`src/rtl/mem_responder_if.sv`:
```
// mem_responder_if: bus between the control unit and the memory responder.
// The err signal exists only when MEMRSP_ERR_EN is defined.
interface mem_responder_if #(
    parameter int DATA_W = 8,
    parameter int ADDR_W = 4
);
    logic f;
    logic cs;
    logic rw;
    logic [ADDR_W-1:0] addr;
    logic [DATA_W-1:0] wdata;
    logic [DATA_W-1:0] rdata;
    logic [DATA_W-1:0] instr;
    logic [1:0] ins_code;
    logic [ADDR_W-1:0] pc;
    logic busy;
    logic ack;
`ifdef MEMRSP_ERR_EN
    logic err;
`endif
    modport master (
        output f, cs, rw, addr, wdata,
        input rdata, instr, ins_code, pc, busy, ack
`ifdef MEMRSP_ERR_EN
        , err
`endif
    );
    modport slave (
        input f, cs, rw, addr, wdata,
        output rdata, instr, ins_code, pc, busy, ack
`ifdef MEMRSP_ERR_EN
        , err
`endif
    );
endinterface

```
`src/rtl/mem_responder.sv`:
```
// mem_responder: instruction fetch, program counter and wait-stated load/store responder.
// Defining MEMRSP_ERR_EN adds a sticky err output for ignored requests and out-of-range accesses.
module mem_responder #(
    parameter int DATA_W = 8,
    parameter int ADDR_W = 4,
    parameter int DEPTH = 16,
    parameter int WAIT_CYCLES = 1
) (
    input logic clk,
    input logic rst_n,
    mem_responder_if.slave bus
);
    typedef enum logic [1:0] {IDLE, WAIT, RESP} state_t;
    state_t state, state_nx;
    logic [2:0] cnt, cnt_nx;
    logic cs_q, f_q, req, fetch, commit, in_range;
    logic rw_cap, op_rw;
    logic [ADDR_W-1:0] addr_cap, op_addr, pc;
    logic [DATA_W-1:0] wdata_cap, op_wdata, rdata, instr;
    logic [DATA_W-1:0] mem [DEPTH];

    assign req = bus.cs && !cs_q;
    assign fetch = bus.f && !f_q;
    // with zero wait states the access commits straight out of IDLE from the live request
    assign op_addr = (state == IDLE) ? bus.addr : addr_cap;
    assign op_rw = (state == IDLE) ? bus.rw : rw_cap;
    assign op_wdata = (state == IDLE) ? bus.wdata : wdata_cap;
    assign in_range = {1'b0, op_addr} < (ADDR_W+1)'(DEPTH);
    assign commit = (state_nx == RESP) && (state != RESP);

    always_comb begin
        state_nx = state;
        cnt_nx = cnt;
        case (state)
            IDLE: if (req) begin
                state_nx = (WAIT_CYCLES == 0) ? RESP : WAIT;
                cnt_nx = 3'(WAIT_CYCLES - 1);
            end
            WAIT: begin
                state_nx = (cnt == 3'd0) ? RESP : WAIT;
                cnt_nx = cnt - 3'd1;
            end
            default: state_nx = IDLE;
        endcase
    end

    always_ff @(posedge clk) begin
        if (!rst_n) begin
            state <= IDLE;
            cnt <= '0;
            cs_q <= 1'b0;
            f_q <= 1'b0;
            rdata <= '0;
            instr <= '0;
            pc <= '0;
        end else begin
            state <= state_nx;
            cnt <= cnt_nx;
            cs_q <= bus.cs;
            f_q <= bus.f;
            if (fetch) begin
                instr <= mem[pc];
                pc <= (pc == ADDR_W'(DEPTH - 1)) ? '0 : pc + ADDR_W'(1);
            end
            if (commit && op_rw) rdata <= in_range ? mem[op_addr] : '0;
        end
    end

    // a fetch of the word being stored reads the old value through the non-blocking update
    always_ff @(posedge clk) begin
        if (state == IDLE && req) begin
            addr_cap <= bus.addr;
            rw_cap <= bus.rw;
            wdata_cap <= bus.wdata;
        end
        if (rst_n && commit && !op_rw && in_range) mem[op_addr] <= op_wdata;
    end

`ifdef MEMRSP_ERR_EN
    logic err;
    always_ff @(posedge clk)
        err <= !rst_n ? 1'b0 : err | (req && state != IDLE) | (commit && !in_range);
    assign bus.err = err;
`endif

    assign bus.rdata = rdata;
    assign bus.instr = instr;
    assign bus.ins_code = instr[DATA_W-1 -: 2];
    assign bus.pc = pc;
    assign bus.busy = state != IDLE;
    assign bus.ack = state == RESP;
endmodule
```
`src/flat_wrapper.sv`:
```
// flat-port wrapper written by rule: the top's interface ports become plain ports
module mem_responder_flat 
#(
    parameter int DATA_W = 8,
    parameter int ADDR_W = 4,
    parameter int DEPTH = 16,
    parameter int WAIT_CYCLES = 1
)
  (clk, rst_n, bus_f, bus_cs, bus_rw, bus_addr, bus_wdata, bus_rdata, bus_instr, bus_ins_code, bus_pc, bus_busy, bus_ack);
  mem_responder_if #(.DATA_W(DATA_W), .ADDR_W(ADDR_W)) bus_i ();
  input logic clk;
  input logic rst_n;
  input wire logic [$bits(bus_i.f)-1:0] bus_f;
  input wire logic [$bits(bus_i.cs)-1:0] bus_cs;
  input wire logic [$bits(bus_i.rw)-1:0] bus_rw;
  input wire logic [$bits(bus_i.addr)-1:0] bus_addr;
  input wire logic [$bits(bus_i.wdata)-1:0] bus_wdata;
  output wire logic [$bits(bus_i.rdata)-1:0] bus_rdata;
  output wire logic [$bits(bus_i.instr)-1:0] bus_instr;
  output wire logic [$bits(bus_i.ins_code)-1:0] bus_ins_code;
  output wire logic [$bits(bus_i.pc)-1:0] bus_pc;
  output wire logic [$bits(bus_i.busy)-1:0] bus_busy;
  output wire logic [$bits(bus_i.ack)-1:0] bus_ack;
  assign bus_i.f = bus_f;
  assign bus_i.cs = bus_cs;
  assign bus_i.rw = bus_rw;
  assign bus_i.addr = bus_addr;
  assign bus_i.wdata = bus_wdata;
  assign bus_rdata = bus_i.rdata;
  assign bus_instr = bus_i.instr;
  assign bus_ins_code = bus_i.ins_code;
  assign bus_pc = bus_i.pc;
  assign bus_busy = bus_i.busy;
  assign bus_ack = bus_i.ack;
  mem_responder #(.DATA_W(DATA_W), .ADDR_W(ADDR_W), .DEPTH(DEPTH), .WAIT_CYCLES(WAIT_CYCLES)) u_core (.clk(clk), .rst_n(rst_n), .bus(bus_i));
endmodule
```
`config.mk`:
```
export PLATFORM = sky130hd
export DESIGN_NAME = mem_responder_flat
export DESIGN_NICKNAME = d
export VERILOG_FILES = /design/src/rtl/mem_responder_if.sv /design/src/rtl/mem_responder.sv /design/src/flat_wrapper.sv
export SDC_FILE = /design/constraint.sdc
export NUM_CORES = 1
export LEC_CHECK = 0
export BUFFER_PORTS_ARGS = -buffer_cell sky130_fd_sc_hd__buf_2
export CAP_MARGIN = 20
export CORE_MARGIN = 2
export CORE_UTILIZATION = 55
export CTS_CLUSTER_DIAMETER = 40
export DETAILED_ROUTE_END_ITERATION = 10
export GPL_TIMING_DRIVEN = 0
export PLACE_DENSITY_LB_ADDON = 0.05
export SLEW_MARGIN = 25
export SYNTH_ARGS = -nofsm -noshare
export SYNTH_HDL_FRONTEND = slang
export SYNTH_SLANG_ARGS = --single-unit
```
`constraint.sdc`:
```
create_clock -name clk -period 2.6 [get_ports clk]
set_input_delay 0.39 -clock clk [delete_from_list [all_inputs] [get_ports clk]]
set_output_delay 0.39 -clock clk [all_outputs]
set_load 0.02 [all_outputs]
```
# Word-level counts from Yosys, hierarchy flattened
# Memories as Yosys holds them, arrays and structs flattened. A register that Yosys moved wholly into a read port is not among the register bits.
# Index checks and enable logic that the tools add are counted.
# Widths: inputs -> output; s select.
# totals
ff_bits	24
latchBits	0
ram_bits	128
rom_bits	0
input_bits	17
out_inout_bits	24
wordCells	45
memories	1
# mem_list
name	depth	width	rd	rd_clocked_by_memory_dff	wr	line_no	source
u_core.mem	16	8	2	2	1	mem_responder.sv:20	logic [DATA_W-1:0] mem [DEPTH];
# classes
addsub	2
multipliers	0
div	0
n_lt_le_gt_ge	0
eq_ne	6
n_shift	0
n_mux	11
n_bitwise	0
n_reduce_logical	17
# op_table
op	count
$mux 4	2
$mux 8	1
$logic_and 1x1->1	7
$pmux 3 s2	1
$logic_not 1->1	5
$add 4x1->4 const B	1
$eq 2x2->1 const B	2
$eq 4x4->1 const B	1
$mux 2	2
$pmux 2 s2	1
$reduce_bool 2->1	2
$logic_not 3->1	1
$mux 1	3
$mux 3	1
$sub 3x1->3 const B	1
$eq 2x1->1 const B	1
$logic_not 2->1	1
$ne 2x1->1 const B	1
$ne 2x2->1 const B	1
$reduce_and 2->1	1

# Longest topological paths before layout
# logic_depth
ltp_word	10
ltp_mapped	8
depth_no_buf	7

# Worst setup path before layout
# Ideal clock, no wire load.
# synth_timing
kind	reg-to-reg
start	register u_core.state[0]
end	register u_core.cnt[1]
setup_ps	115
t_arrival_ps	2444
required_ps	2485
setup_slack_ps	41
stages_incl_launch_ff	6
path_buffers	0
period_less_slack_ps	2559
path_cell_list	dfxtp_1 > nor2_4 > inv_2 > nor3b_1 > o22ai_1 > and2_1
# synth_between
elab_chain_len	3
elab_cells_between_ends	6
classes_between	eq/ne: 2; mux: 1; reduce/logical: 3
# synth_rtl
item	line_no	source
from (decl)	mem_responder.sv:14	state_t state, state_nx;
from (signal assigned)	mem_responder.sv:57	state <= state_nx;
$logic_not 2->1 / $eq 2x1->1 (equally long branches)	mem_responder.sv:34	case (state)
$ne 2x1->1 (no source line) / $reduce_bool 2->1 (equally long branches)	-	
$reduce_and 2->1 (no source line)	-	
to (signal assigned)	mem_responder.sv:58	cnt <= cnt_nx;
to (decl)	mem_responder.sv:15	logic [2:0] cnt, cnt_nx;
# Parallel ways exist; a longest one is shown, timed or not.
# A chain may end at the register's enable or synchronous reset.

# Final worst setup path
# layout_timing
start	register u_core.state[1]
end	register u_core.rdata[2], in the netlist u_core.bus.rdata[2] (read register of u_core.mem)
# layout_between
elab_chain_len	5
elab_cells_between_ends	10
classes_between	eq/ne: 3; mux: 4; reduce/logical: 3
# layout_rtl
item	line_no	source
$eq 2x1->1 (tied with other cells)	mem_responder.sv:34	
$pmux 2 s2	mem_responder.sv:34	
$eq 2x2->1	mem_responder.sv:29	assign commit = (state_nx == RESP) && (state != RESP);
$logic_and 1x1->1	mem_responder.sv:29	
$logic_and 1x1->1	mem_responder.sv:65	if (commit && op_rw) rdata <= in_range ? mem[op_addr] : '0;
to (decl)	mem_responder.sv:19	logic [DATA_W-1:0] wdata_cap, op_wdata, rdata, instr;
# Parallel ways exist; a longest one is shown, timed or not.

==> run_results.csv <==
group,metric,value,unit
drt,vias_per_cell,6.576,
critical_path,start_kind,"flip-flop",
cts,cts_tree,"built",
floorplan,top_level_ports,41,
critical_path,slowest_stage,"dfxtp_1",
drt,wl_per_cell,25.65,µm
logic_synthesis,ys.flop_type,"edfxtp_1",
sta,hold_slack,0.1348,ns
global_route,grt_pass1_wl,28.03,mm
cts,clockBufferDepth,2,
flow_run,maxCapViolations,0,
floorplan,dieArea,0.01457,mm²
drt,postRouteAntennaNets,0,
critical_path,critPathArrivalTime,2.85,ns
logic_synthesis,syn_area_per_cell,15.57,µm²
sta,clock_skew,0.008521,ns
logic_synthesis,yosysWarnings,0,
cts,cts.sinks,168,
cts,clk_pin_slew_worst_paths,0.07,ns
cells_and_area,fill_cells,971,
hold_path,min_path_cells,1,
floorplan,die_w,120.7,µm
global_route,overflow,0,
critical_path,r2r_start,"u_core.state[1]$_SDFF_PN0_",
cts,htree_levels,4,
logic_synthesis,ys_seq_area_frac,0.6375,
placement,hpwl,12.85,mm
power_and_ir_drop,power-per-cell-area,721.7,mW/mm²
hold_path,hp-class,"in2reg",
logic_synthesis,synth_edf_count,141,
cts,root_buffer,"clkbuf_16",
sta,slew_headroom,0.4768,
global_route,first_global_vias,4670,
sta,timing.final.ws_setup,0.05725,ns
logic_synthesis,yosysTopAreaCell,"edfxtp_1",
cts,insertion_delay,0.43,ns
critical_path,worstPathRequired,2.91,ns
critical_path,path_class,"reg2reg",
cts,cts_buffers,17,
cells_and_area,syn_to_final_growth,15.90,%
sta,rsz0062_at_grt,"yes",
cells_and_area,drive_gt1_frac,0.2926,
logic_synthesis,yosys-top-cells-area,"edfxtp_1 (57%), mux4_2 (7.8%), dfxtp_1 (7.2%), a22oi_1 (6.4%), mux4_1 (4.9%)",
sta,finalCriticalPeriod,2.543,ns
logic_synthesis,synth_area,0.007490,mm²
logic_synthesis,synthTopCellsByCount,"edfxtp_1 (141), a22oi_1 (64), a21oi_1 (42)",
drt,drt_iter0_drc,558,
cells_and_area,stdcell_count,733,
critical_path,cp_cell_sequence,"nor2_4 > buf_4 > a31oi_1 > buf_2 > a21oi_1 > nor4_2 > a21oi_1",
logic_synthesis,synth_nets,501,
drt,wl,18.80,mm
placement,dp.cells,698,
logic_synthesis,yosysUniqueCellTypes,43,
logic_synthesis,synthMostInstantiatedCell,"edfxtp_1",
status,status,"finished, final reports clean",
placement,portBuffers,40,
placement,gp_congestion,0.9217,
global_route,globalRouteTotalUtil,0.2739,
logic_synthesis,async_flop_share,0,
power_and_ir_drop,total_power,6.265,mW
critical_path,rrSetupSlack,0.06,ns
floorplan,core_area,0.01330,mm²
floorplan,rows,42,
global_route,antenna_found_initial,0,
sta,setup-violations-final,0,
cells_and_area,finalNetCount,564,
hold_path,min_from,"bus_rw",
critical_path,reg2reg_depth,7,
logic_synthesis,yosys_register_bits,168,
drt,detailedRoute.firstPassIterationCount,5,
critical_path,r2r_end,"u_core.bus.rdata[2]$_SDFFE_PN0P_",
sta,hold_viol_final,0,
cells_and_area,antenna_cells,0,
power_and_ir_drop,ir_worst_vdd,551.2,µV
drt,vias,4820,
critical_path,max_stage_delay,0.49,ns
hold_path,min_to,"u_core.rw_cap$_DFFE_PP_",
sta,fmax,393.3,MHz
floorplan,dieHeight,120.7,µm
critical_path,path_buf_inv,2,
critical_path,cp_top_family,"compound AO/OA/AOI/OAI gates",
global_route,grt_max_degree,17,
sta,fin_crit_sh,0.9780,
critical_path,path_max_fanout,10,
critical_path,path_depth,7,
critical_path,endpoint_kind,"flip-flop",
sta,finalMaxSlewViolations,0,
sta,tightest_slew,0.7849,ns
power_and_ir_drop,p_leak,2.847,nW
logic_synthesis,synth_cells,481,
logic_synthesis,synth_top_area_share,0.5653,
critical_path,crit_top_cell,"a21oi_1",
floorplan,start_util,0.5633,
drt,route.detailed.drc,0,
placement,post-place-ws,-0.2312,ns
layer usage:
metal | GRT usage | wire [µm] | vias to the layer above
met5 | 0 | 0 | -
met3 | 0.05991 | 1506 | 61
met2 | 0.4280 | 8923 | 268
met4 | 0.1395 | 890 | 0
met1 | 0.3646 | 7480 | 2395
li1 | - | - | 2096
registers in the layout (all words and copies together) (netlist names):
register and count:
u_core.mem 128, u_core.cs_q 1, u_core.wdata_cap 8, u_core.bus.instr 8, u_core.f_q 1, u_core.bus.rdata 8, u_core.rw_cap 1, u_core.addr_cap 4
u_core.state 2, u_core.cnt 3, u_core.bus.pc 4
cells by family (layout without fill, tap and decap cells):
logic type	count (synthesis)	after routing	share of synthesized area
compound gates	139	139	0.1245
mux	48	48	0.1393
xor+xnor	1	1	0.001170
flops	168	168	0.6375
buf+inv	41	117	0.03692
fa+ha+maj	3	3	0.005012
simple gates	81	81	0.05563
worst max path at each step:
stage	startpoint	endpoint	slack (ns)
2_1_floorplan	u_core.state[0]$_SDFF_PN0_	u_core.cnt[1]$_SDFFE_PN0P_	0.04
3_3_place_gp	u_core.state[0]$_SDFF_PN0_	u_core.cnt[2]$_SDFFE_PN0P_	-0.62
3_5_place_dp	u_core.state[0]$_SDFF_PN0_	u_core.mem[3][5]$_DFFE_PP_	-0.23
4_1_cts	u_core.state[0]$_SDFF_PN0_	u_core.mem[11][5]$_DFFE_PP_	-0.17
5_1_grt	u_core.state[0]$_SDFF_PN0_	u_core.mem[0][0]$_DFFE_PP_	-0.07
6_report	u_core.state[1]$_SDFF_PN0_	u_core.bus.rdata[2]$_SDFFE_PN0P_	0.06
where the power goes:
| part | total (mW) | internal, mW | switching [mW] |
|---|---|---|---|
| clock network | 2.50 | 1.50 | 1.00 |
| registers | 3.03 | 3.00 | 0.0252 |
| logic | 0.739 | 0.268 | 0.471 |
cell type report:
cell class / count / area (µm²) / area share
plain buffers: 35 / 256.5 / 0.02955
clock buffers: 19 / 432.9 / 0.04987
clock inverters: 13 / 153.9 / 0.01773
inverters: 6 / 22.52 / 0.002594
multi-input cells: 272 / 2552 / 0.2940
flip-flops and latches: 168 / 4775 / 0.5500
well taps: 176 / 220.2 / 0.02537
repair buffers: 44 / 267.8 / 0.03084
stage by stage:
step | utilization | setup TNS (ns) | cell area, µm²
6_report | 0.6529 | 0 | 8681
5_1_grt | 0.6529 | -1.272 | 8681
4_1_cts | 0.6426 | -3.830 | 8543
3_5_place_dp | 0.5959 | -9.250 | 7923
3_3_place_gp | 0.5950 | -15.14 | 7910
2_1_floorplan | - | 0 | 7490
repair_timing:
item                       4_1_cts  5_1_grt
pin swaps                        0        2
hold buffers                     0        0
buffers inserted                 0        3
resized for setup                9       20
setup endpoints to repair       64      102
placed cells by master (no fill, tap or decap), drive strengths merged:
| master | synthesis | layout |
|---|---|---|
| a21boi | 9 | 9 |
| a21oi | 42 | 42 |
| a22oi | 64 | 64 |
| a311oi | 1 | 1 |
| a31oi | 4 | 4 |
| and2 | 6 | 6 |
| and2b | 1 | 1 |
| and3 | 2 | 2 |
| buf | 30 | 73 |
| bufinv | 0 | 3 |
| clkbuf | 5 | 25 |
| clkinv | 0 | 4 |
| clkinvlp | 0 | 5 |
| dfxtp | 27 | 27 |
| edfxtp | 141 | 141 |
| ha | 3 | 3 |
| inv | 6 | 7 |
| mux2 | 8 | 8 |
| mux4 | 40 | 40 |
| nand2 | 27 | 27 |
| nand2b | 4 | 4 |
| nand4 | 1 | 1 |
| nor2 | 19 | 19 |
| nor2b | 4 | 4 |
| nor3 | 3 | 3 |
| nor3b | 3 | 3 |
| nor4 | 8 | 8 |
| o211ai | 1 | 1 |
| o21a | 2 | 2 |
| o21ai | 13 | 13 |
| o22ai | 2 | 2 |
| o31ai | 1 | 1 |
| or4 | 1 | 1 |
| or4b | 2 | 2 |
| xnor2 | 1 | 1 |
(Power assumes the default switching activity.)
